### src/rtl/bcd_pkg.sv
`default_nettype none
// +----------------------------------------------------------------------+
// | bcd_pkg: shared types and constants for the product BCD converter     |
// | Revision: 1.0                                                        |
// +----------------------------------------------------------------------+
package bcd_pkg;

  typedef enum logic [1:0] {
    IDLE  = 2'd0,
    SHIFT = 2'd1,
    DONE  = 2'd2
  } bcd_state_e;

  localparam int BIN_W_DEF  = 8;
  localparam int DIGITS_DEF = 3;

  localparam logic [3:0] BCD_ADJ_THRESH = 4'd5;
  localparam logic [3:0] BCD_ADJ_VAL    = 4'd3;

  // Segment patterns, bit order {g,f,e,d,c,b,a}, active-low
  localparam logic [6:0] SEG7_0     = 7'b1000000;
  localparam logic [6:0] SEG7_1     = 7'b1111001;
  localparam logic [6:0] SEG7_2     = 7'b0100100;
  localparam logic [6:0] SEG7_3     = 7'b0110000;
  localparam logic [6:0] SEG7_4     = 7'b0011001;
  localparam logic [6:0] SEG7_5     = 7'b0010010;
  localparam logic [6:0] SEG7_6     = 7'b0000010;
  localparam logic [6:0] SEG7_7     = 7'b1111000;
  localparam logic [6:0] SEG7_8     = 7'b0000000;
  localparam logic [6:0] SEG7_9     = 7'b0010000;
  localparam logic [6:0] SEG7_BLANK = 7'b1111111;

  function automatic logic [6:0] seg7_pattern(input logic [3:0] digit);
    case (digit)
      4'd0:    seg7_pattern = SEG7_0;
      4'd1:    seg7_pattern = SEG7_1;
      4'd2:    seg7_pattern = SEG7_2;
      4'd3:    seg7_pattern = SEG7_3;
      4'd4:    seg7_pattern = SEG7_4;
      4'd5:    seg7_pattern = SEG7_5;
      4'd6:    seg7_pattern = SEG7_6;
      4'd7:    seg7_pattern = SEG7_7;
      4'd8:    seg7_pattern = SEG7_8;
      4'd9:    seg7_pattern = SEG7_9;
      default: seg7_pattern = SEG7_BLANK;
    endcase
  endfunction

endpackage
`default_nettype wire

### src/rtl/bcd_to_seg7.sv
`default_nettype none
// +----------------------------------------------------------------------+
// | bcd_to_seg7: one BCD digit to active-low seven-segment pattern;       |
// | values above 9 show blank.                                           |
// | Revision: 1.0                                                        |
// +----------------------------------------------------------------------+
module bcd_to_seg7
  import bcd_pkg::*;
(
  input  logic [3:0] digit,
  output logic [6:0] seg
);

  assign seg = seg7_pattern(digit);

endmodule
`default_nettype wire

### src/rtl/product_bcd_converter.sv
`default_nettype none
// +----------------------------------------------------------------------+
// | product_bcd_converter: sequential shift-and-add-3 binary to BCD       |
// | converter; optional seven-segment outputs behind BCD_SEG7_EN.         |
// | Revision: 1.0                                                        |
// +----------------------------------------------------------------------+
module product_bcd_converter
  import bcd_pkg::*;
#(
  parameter int BIN_W  = BIN_W_DEF,
  parameter int DIGITS = DIGITS_DEF
) (
  input  logic             clk,
  input  logic             rst,
  input  logic             start,
  input  logic [BIN_W-1:0] bin_i,
  output logic [3:0]       bcd_hundreds,
  output logic [3:0]       bcd_tens,
  output logic [3:0]       bcd_ones,
  output logic             valid,
  output logic             busy,
  output logic [3:0]       state
`ifdef BCD_SEG7_EN
  ,
  output logic [6:0]       seg_hundreds,
  output logic [6:0]       seg_tens,
  output logic [6:0]       seg_ones
`endif
);

  localparam int SCR_W = 4 * DIGITS;
  localparam int CNT_W = (BIN_W > 1) ? $clog2(BIN_W) : 1;

  bcd_state_e         r_state;
  logic [CNT_W-1:0]   r_cnt;
  logic [SCR_W-1:0]   r_scratch;
  logic [BIN_W-1:0]   r_bin;
  logic [3:0]         r_hundreds;
  logic [3:0]         r_tens;
  logic [3:0]         r_ones;
  logic               r_valid;
  logic [SCR_W-1:0]   w_adj;

  genvar gi;
  for (gi = 0; gi < DIGITS; gi++) begin : g_adj
    assign w_adj[gi*4 +: 4] = (r_scratch[gi*4 +: 4] >= BCD_ADJ_THRESH)
                            ? r_scratch[gi*4 +: 4] + BCD_ADJ_VAL
                            : r_scratch[gi*4 +: 4];
  end

  always_ff @(posedge clk or negedge rst) begin
    if (!rst) begin
      r_state    <= IDLE;
      r_cnt      <= '0;
      r_scratch  <= '0;
      r_bin      <= '0;
      r_hundreds <= 4'd0;
      r_tens     <= 4'd0;
      r_ones     <= 4'd0;
      r_valid    <= 1'b0;
    end else begin
      r_valid <= 1'b0;
      case (r_state)
        IDLE: begin
          if (start) begin
            r_bin     <= bin_i;
            r_scratch <= '0;
            r_cnt     <= '0;
            r_state   <= SHIFT;
          end
        end
        SHIFT: begin
          // Adjust first, then shift the combined register by one bit
          {r_scratch, r_bin} <= {w_adj, r_bin} << 1;
          r_cnt <= r_cnt + 1'b1;
          if (r_cnt == CNT_W'(BIN_W - 1)) r_state <= DONE;
        end
        DONE: begin
          r_hundreds <= r_scratch[8 +: 4];
          r_tens     <= r_scratch[4 +: 4];
          r_ones     <= r_scratch[0 +: 4];
          r_valid    <= 1'b1;
          r_state    <= IDLE;
        end
        default: r_state <= IDLE;
      endcase
    end
  end

  assign bcd_hundreds = r_hundreds;
  assign bcd_tens     = r_tens;
  assign bcd_ones     = r_ones;
  assign valid        = r_valid;
  assign busy         = (r_state != IDLE);
  assign state        = {2'b00, r_state};

`ifdef BCD_SEG7_EN
  bcd_to_seg7 u_seg_hundreds (.digit(r_hundreds), .seg(seg_hundreds));
  bcd_to_seg7 u_seg_tens     (.digit(r_tens),     .seg(seg_tens));
  bcd_to_seg7 u_seg_ones     (.digit(r_ones),     .seg(seg_ones));
`endif

endmodule
`default_nettype wire

### config.mk
export PLATFORM = sky130hd
export DESIGN_NAME = product_bcd_converter
export DESIGN_NICKNAME = d
export VERILOG_FILES = /design/src/rtl/bcd_pkg.sv /design/src/rtl/bcd_to_seg7.sv /design/src/rtl/product_bcd_converter.sv
export SDC_FILE = /design/constraint.sdc
export NUM_CORES = 1
export LEC_CHECK = 0
export ABC_CLOCK_PERIOD_IN_PS = 1620
export BUFFER_PORTS_ARGS = -buffer_cell sky130_fd_sc_hd__buf_2
export CAP_MARGIN = 5
export CORE_ASPECT_RATIO = 0.5
export CORE_MARGIN = 1
export CORE_UTILIZATION = 55
export CTS_CLUSTER_DIAMETER = 200
export DETAILED_ROUTE_END_ITERATION = 6
export GPL_ROUTABILITY_DRIVEN = 0
export PLACE_DENSITY = 0.78
export SYNTH_ARGS = -nofsm -noshare
export SYNTH_HDL_FRONTEND = slang
export SYNTH_SLANG_ARGS = --single-unit
### constraint.sdc
create_clock -name clk -period 1.62 [get_ports clk]
set_clock_uncertainty 0.2 [all_clocks]
set_input_delay 0.081 -clock clk [delete_from_list [all_inputs] [get_ports clk]]
set_output_delay 0.081 -clock clk [all_outputs]
set_load 0.1 [all_outputs]
==> results.yml, run 1 <==
logic_synthesis:
  syn_area_sq_mm: 0.001882
  async_flop_share: 1.000
  netlist-cell-type-count: 29
  avgSynthCellArea_sq_um: 10.51
  synth_seq_area_share: 0.5053
  yosys_register_bits: 38
  synthCells: 179
  synth_edf_count: 0
  synth_warnings: 0
  ys.flop_type: "dfrtp_1"
finish:
  diodes: 0
  fillers: 192
  final_cell_area_sq_mm: 0.002497
  register_area_sq_um: 958.4
  area_delta_synth_final_pct: 32.71
  multi_input_area_sq_um: 877.1
  layout-drive-gt1-share: 0.3562
  nets: 251
clock_network:
  clkSinkCount: 38
  clk_latency_ns: 0.29
  cts_max_path_buffers: 2
  cts_htree_levels: 2
  tritoncts: "built"
  clk_pin_slew_ns: 0.07
  cts_buffers: 5
  ctsRootBufferMaster: "clkbuf_8"
detailed_routing:
  wl_mm: 4.369
  drc_errors: 2
  drt_iter0_drc: 101
  routedWlPerCell_um: 16.00
  vias_per_cell: 5.766
  antenna_left: 0
  routed-via-count: 1574
  first_pass_iters: 7
die:
  rows: 14
  core_sq_mm: 0.003136
  die-area_sq_mm: 0.003673
  ioPinCount: 29
  chipHeight_um: 43.36
  start_util: 0.6002
  die_width_um: 84.72
setup_path:
  endpoint_kind: "primary output"
  r2r_slack_ns: 0.02
  critPathMaxFanout: 5
  critPathKind: "register to primary output"
  crit_required_ns: 1.34
  r2r-start: "r_scratch[0]$_DFFE_PN0P_"
  reg2reg_depth: 5
  r2r-end: "r_scratch[2]$_DFFE_PN0P_"
  cp-start-kind: "register"
  arrival_ns: 1.33
global_route:
  grt_pass1_wl_mm: 6.499
  grt_usage: 0.2402
  grt_max_degree: 26
  antenna_found_initial: 0
  grt_pass1_vias: 1381
  grt-ovfl-total: 0
hold_path:
  min_path_type: "input port to register"
  worstHoldStart: "bin_i[2]"
  hold-path-endpoint: "r_bin[2]$_DFFE_PN0P_"
  min_path_cells: 4
sta:
  max_freq_ghz: 0.6192
  period_share: 0.9969
  rsz0062_at_grt: "true"
  setup_viol: 0
  hold_viol_final: 0
  finalCriticalPeriod_ns: 1.615
  drv_slew: 0
power:
  p_leak_uw: 0.001198
  ir_worst_vdd_mv: 0.9770
  p_per_area_mw_per_mm2: 2299
  fin_total_pwr_uw: 5742
place:
  place_area_sq_mm: 0.002095
  port_buffers: 26
  dpl.hpwl_mm: 2.646
flow_run:
  drv_cap: 0
run_status:
  status: "complete, but fails checks"
  violations: "DRC"
==> worst max-delay path by stage <==
stage	start	slack, ns	depth (start not counted)	endpoint
6_report	r_state[1]$_DFFE_PN0P_	0.005	3	busy
5_1_grt	r_scratch[0]$_DFFE_PN0P_	-0.05	5	r_scratch[2]$_DFFE_PN0P_
4_1_cts	r_state[1]$_DFFE_PN0P_	-0.02	3	busy
3_5_place_dp	r_scratch[4]$_DFFE_PN0P_	-0.02	5	r_scratch[8]$_DFFE_PN0P_
3_3_place_gp	r_scratch[4]$_DFFE_PN0P_	0.07	5	r_scratch[8]$_DFFE_PN0P_
2_1_floorplan	r_state[1]$_DFFE_PN0P_	0.02	4	r_scratch[3]$_DFFE_PN0P_
==> cell families after synthesis <==
group / Yosys count / share of synthesized area
other: 1 / 0.001993
adders and majority gates: 8 / 0.05319
DFF: 38 / 0.5053
AOI/OAI and AO/OA: 65 / 0.2414
and+or+nand+nor: 40 / 0.1130
xor gates and xnor gates: 2 / 0.009310
buffers and inverters: 25 / 0.07579
==> Yosys cell counts, drive strengths merged (2+ instances only) <==
library cell	instances	area share
o31ai	3	0.020
nor2b	11	0.045
xnor2	2	0.0093
nand2	23	0.046
a22oi	5	0.020
and3b	2	0.0093
nand2b	2	0.0066
o311ai	3	0.014
ha	8	0.053
o2111ai	6	0.028
a22o	2	0.0093
inv	13	0.026
buf	12	0.050
o32ai	2	0.0093
o21a	3	0.012
a32o	3	0.016
o21ai	24	0.064
a21oi	9	0.024
o221ai	3	0.014
dfrtp	38	0.51
==> what timing repair did <==
action,4_1_cts,5_1_grt
hold buffers,7,0
endpoints found under the setup margin,3,11
endpoints found under the hold margin,44,0
pin swaps,0,3
gates resized for setup,9,17
setup buffers,1,10
==> stage by stage <==
step | utilization | std cells | hold WS, ns | setup WS (ns) | setup TNS [ns]
global placement | 0.6680 | 247 | -0.1767 | 0.06620 | 0
global route | 0.7965 | 273 | 0.03439 | -0.05213 | -0.1113
detailed placement | 0.6680 | 247 | -0.1747 | -0.02443 | -0.02443
finish | 0.7965 | 273 | 0.02567 | 0.004955 | 0
floorplan | - | 180 | -0.4146 | 0.02499 | 0
CTS | 0.7494 | 263 | 0.009470 | -0.02192 | -0.02192
==> state kept, by name, summed over array words and instances (netlist names) <==
signal / cells
bcd_hundreds: 4
bcd_ones: 4
bcd_tens: 4
r_bin: 8
r_cnt: 3
r_scratch: 12
r_state: 2
valid: 1
==> worst max-delay path: stages (launching register included) <==
cell     delay, ns
dfrtp_4       0.51
buf_8         0.13
or2_4         0.23
buf_12        0.17
==> routing by layer <==
layer | track usage | wire length (um) | vias up
met1 | 0.3342 | 1975 | 742
met4 | 0.09492 | 100 | 0
li1 | - | - | 737
met5 | 0 | 0 | -
met2 | 0.3691 | 1948 | 82
met3 | 0.06476 | 344 | 13
==> cells in the final DEF (no fill, tap or decap), types with 3 or more instances in the layout <==
| master | count |
|---|---|
| dfrtp_1 | 36 |
| nor2b_1 | 6 |
| buf_2 | 23 |
| o21a_1 | 3 |
| clkbuf_8 | 6 |
| o21ai_1 | 5 |
| nor2b_4 | 4 |
| a32o_1 | 3 |
| inv_2 | 3 |
| o21ai_0 | 19 |
| o31ai_2 | 3 |
| inv_1 | 10 |
| ha_1 | 5 |
| buf_4 | 24 |
| a22oi_1 | 5 |
| a21oi_1 | 9 |
| nand2_1 | 23 |
| o2111ai_1 | 6 |
| dlygate4sd3_1 | 7 |
==> layout make-up <==
| class | instances | share of cell area |
|---|---|---|
| Clock inverter | 2 | 0.02405 |
| Tap cell | 40 | 0.02004 |
| Sequential cell | 38 | 0.3838 |
| Multi-Input combinational cell | 117 | 0.3512 |
| Timing Repair Buffer | 57 | 0.1683 |
| Inverter | 13 | 0.01954 |
| Clock buffer | 6 | 0.03307 |
==> report_power, final <==
group | switching [uW] | internal (uW)
clock | 351 | 657
combinational | 1960 | 1200
sequential | 275 | 1310
total | 2580 | 3160
No activity file was read; power rests on OpenSTA's default activity.
==> inputs of run 2 (changes only) <==
--- a/config.mk
+++ b/config.mk
@@ -5,16 +5,16 @@
 export SDC_FILE = /design/constraint.sdc
 export NUM_CORES = 1
 export LEC_CHECK = 0
-export ABC_CLOCK_PERIOD_IN_PS = 1620
+export ABC_CLOCK_PERIOD_IN_PS = 1400
 export BUFFER_PORTS_ARGS = -buffer_cell sky130_fd_sc_hd__buf_2
 export CAP_MARGIN = 5
 export CORE_ASPECT_RATIO = 0.5
 export CORE_MARGIN = 1
-export CORE_UTILIZATION = 55
+export CORE_UTILIZATION = 50
 export CTS_CLUSTER_DIAMETER = 200
 export DETAILED_ROUTE_END_ITERATION = 6
 export GPL_ROUTABILITY_DRIVEN = 0
-export PLACE_DENSITY = 0.78
+export PLACE_DENSITY = 0.74
 export SYNTH_ARGS = -nofsm -noshare
 export SYNTH_HDL_FRONTEND = slang
 export SYNTH_SLANG_ARGS = --single-unit
==> constraint.sdc (replaced) <==
create_clock -name clk -period 1.4 [get_ports clk]
set_clock_uncertainty 0.2 [all_clocks]
set_input_delay 0.07 -clock clk [delete_from_list [all_inputs] [get_ports clk]]
set_output_delay 0.07 -clock clk [all_outputs]
set_load 0.1 [all_outputs]
==> results.yml, run 2 (same netlist as run 1, synthesis figures left out) <==
global_route:
  grt-ovfl-total: 0
  grt_pass1_wl_mm: 8.211
  antenna_found_initial: 0
  grt_pass1_vias: 1704
  grt_usage: 0.2882
  grt_max_degree: 39
detailed_routing:
  routed-via-count: 1928
  drc_errors: 0
  wl_mm: 6.796
  routedWlPerCell_um: 21.99
  drt_iter0_drc: 200
  antenna_left: 0
  first_pass_iters: 5
  vias_per_cell: 6.239
clock_network:
  cts_htree_levels: 2
  cts_buffers: 5
  ctsRootBufferMaster: "clkbuf_8"
  cts_max_path_buffers: 2
  clkSinkCount: 38
  tritoncts: "built"
  clk_latency_ns: 0.30
  clk_pin_slew_ns: 0.08
power:
  p_leak_uw: 0.001376
  ir_worst_vdd_mv: 1.524
  p_per_area_mw_per_mm2: 2676
  fin_total_pwr_uw: 7931
setup_path:
  arrival_ns: 1.70
  critPathKind: "register to register"
  crit_slowest_cell: "dfrtp_4"
  crit_required_ns: 1.41
  critical_path.top_delay_family: "flip-flops"
  critPathMaxFanout: 8
  crit_top_cell: "buf_8"
  critPathBufInv: 3
  endpoint_kind: "register"
  max_stage_delay_ns: 0.49
  crit_chain: "buf_6 > buf_8 > buf_8 > nor2b_4 > a21oi_2 > o21ai_1"
  cp-start-kind: "register"
run_status:
  status: "complete, but fails checks"
  violations: "setup timing"
finish:
  final_common_cell: "dfrtp_1"
  fillers: 176
  final_cell_mix: "dfrtp_1, buf_4, buf_2, nand2_1, o21ai_1"
  largest_reg_flops: 12
  regMostFlops: "r_scratch"
  area_delta_synth_final_pct: 57.51
  diodes: 0
  layout-drive-gt1-share: 0.5233
  reg_top3: "r_scratch (12), r_bin (8)"
  nets: 276
die:
  ioPinCount: 29
  start_util: 0.5362
  die_width_um: 88.76
  core_sq_mm: 0.003510
  chipHeight_um: 45.38
  die-area_sq_mm: 0.004028
  rows: 15
place:
  dpl.hpwl_mm: 2.642
  port_buffers: 26
sta:
  period_share: 1.213
  rsz0062_at_grt: "true"
  worst_hold_slack_ns: 0.003895
  drv_slew: 0
  setup_ws_ns: -0.2982
  setup_viol: 27
  finalCriticalPeriod_ns: 1.698
  max_freq_ghz: 0.5889
  hold_viol_final: 0
  setup-tns-final_ns: -3.750
hold_path:
  min_path_type: "input port to register"
flow_run:
  drv_cap: 0
-- run 2: cell types whose count changed in the layout (fill, tap and decap cells not counted), moves of 5 or more --
cell and change:
o2111ai_1 -6, buf_4 +5, a21oi_1 -6, o2111ai_2 +5
o21ai_0 -14, buf_6 +12, a21oi_2 +6, o21ai_1 +12
-- run 2: through the flow --
stage	utilization	setup WS [ns]	cells	cell area, sq um
after floorplan	-	-0.1838	180	1952
after global placement	0.6414	-0.1255	269	2251
after detailed placement	0.6414	-0.1785	269	2251
after CTS	0.7743	-0.1874	300	2718
after global routing	0.8446	-0.3051	309	2964
final	0.8446	-0.2982	309	2964
-- run 2: worst min-delay path, stage by stage --
cell     delay, ns
buf_2         0.08
and3b_1       0.14
a21oi_1       0.04
o21ai_0       0.15
-- run 2: final cells by class --
class	instances	area [sq um]	share of cell area
clock buffers	7	86.33	0.02913
clock inverters	1	5.005	0.001688
inverters	13	48.80	0.01646
multi-input cells	121	1139	0.3841
flip-flops and latches	38	958.4	0.3233
well taps	51	63.81	0.02153
repair buffers	78	663.1	0.2237
-- run 2: per-layer routing --
| layer | track usage | part of all wire | vias up |
|---|---|---|---|
| met4 | 0.1581 | 0.052 | 0 |
| li1 | - | - | 794 |
| met5 | 0 | 0 | - |
| met2 | 0.4892 | 0.44 | 152 |
| met1 | 0.3426 | 0.40 | 933 |
| met3 | 0.07971 | 0.10 | 49 |
-- run 2: worst paths after layout --
path | start | end | slack (ns) | depth (start not counted)
max | r_state[1]$_DFFE_PN0P_ | r_bin[7]$_DFFE_PN0P_ | -0.30 | 6
min reg2reg | bcd_tens[0]$_DFFE_PN0P_ | bcd_tens[0]$_DFFE_PN0P_ | 0.30 | 2
min in group asynchronous | rst | r_scratch[8]$_DFFE_PN0P_ | 0.14 | 3
max in group asynchronous | rst | r_state[0]$_DFFE_PN0P_ | 0.49 | 3
max reg2reg | r_state[1]$_DFFE_PN0P_ | r_bin[7]$_DFFE_PN0P_ | -0.30 | 6
min | bin_i[2] | r_bin[2]$_DFFE_PN0P_ | 0.004 | 4
-- run 2: where the power goes --
| part | internal, uW | switching [uW] |
|---|---|---|
| Clock | 398 | 429 |
| Combinational | 2170 | 3060 |
| Sequential | 1510 | 360 |
-- run 2: timing repair --
item                                    CTS  global route
endpoints found under the setup margin   26            38
setup buffers                            14             8
hold endpoints to repair                 44             0
gates resized for setup                  42            34
gates cloned                              2             2
pin swaps                                16            14
hold buffers                              7             0
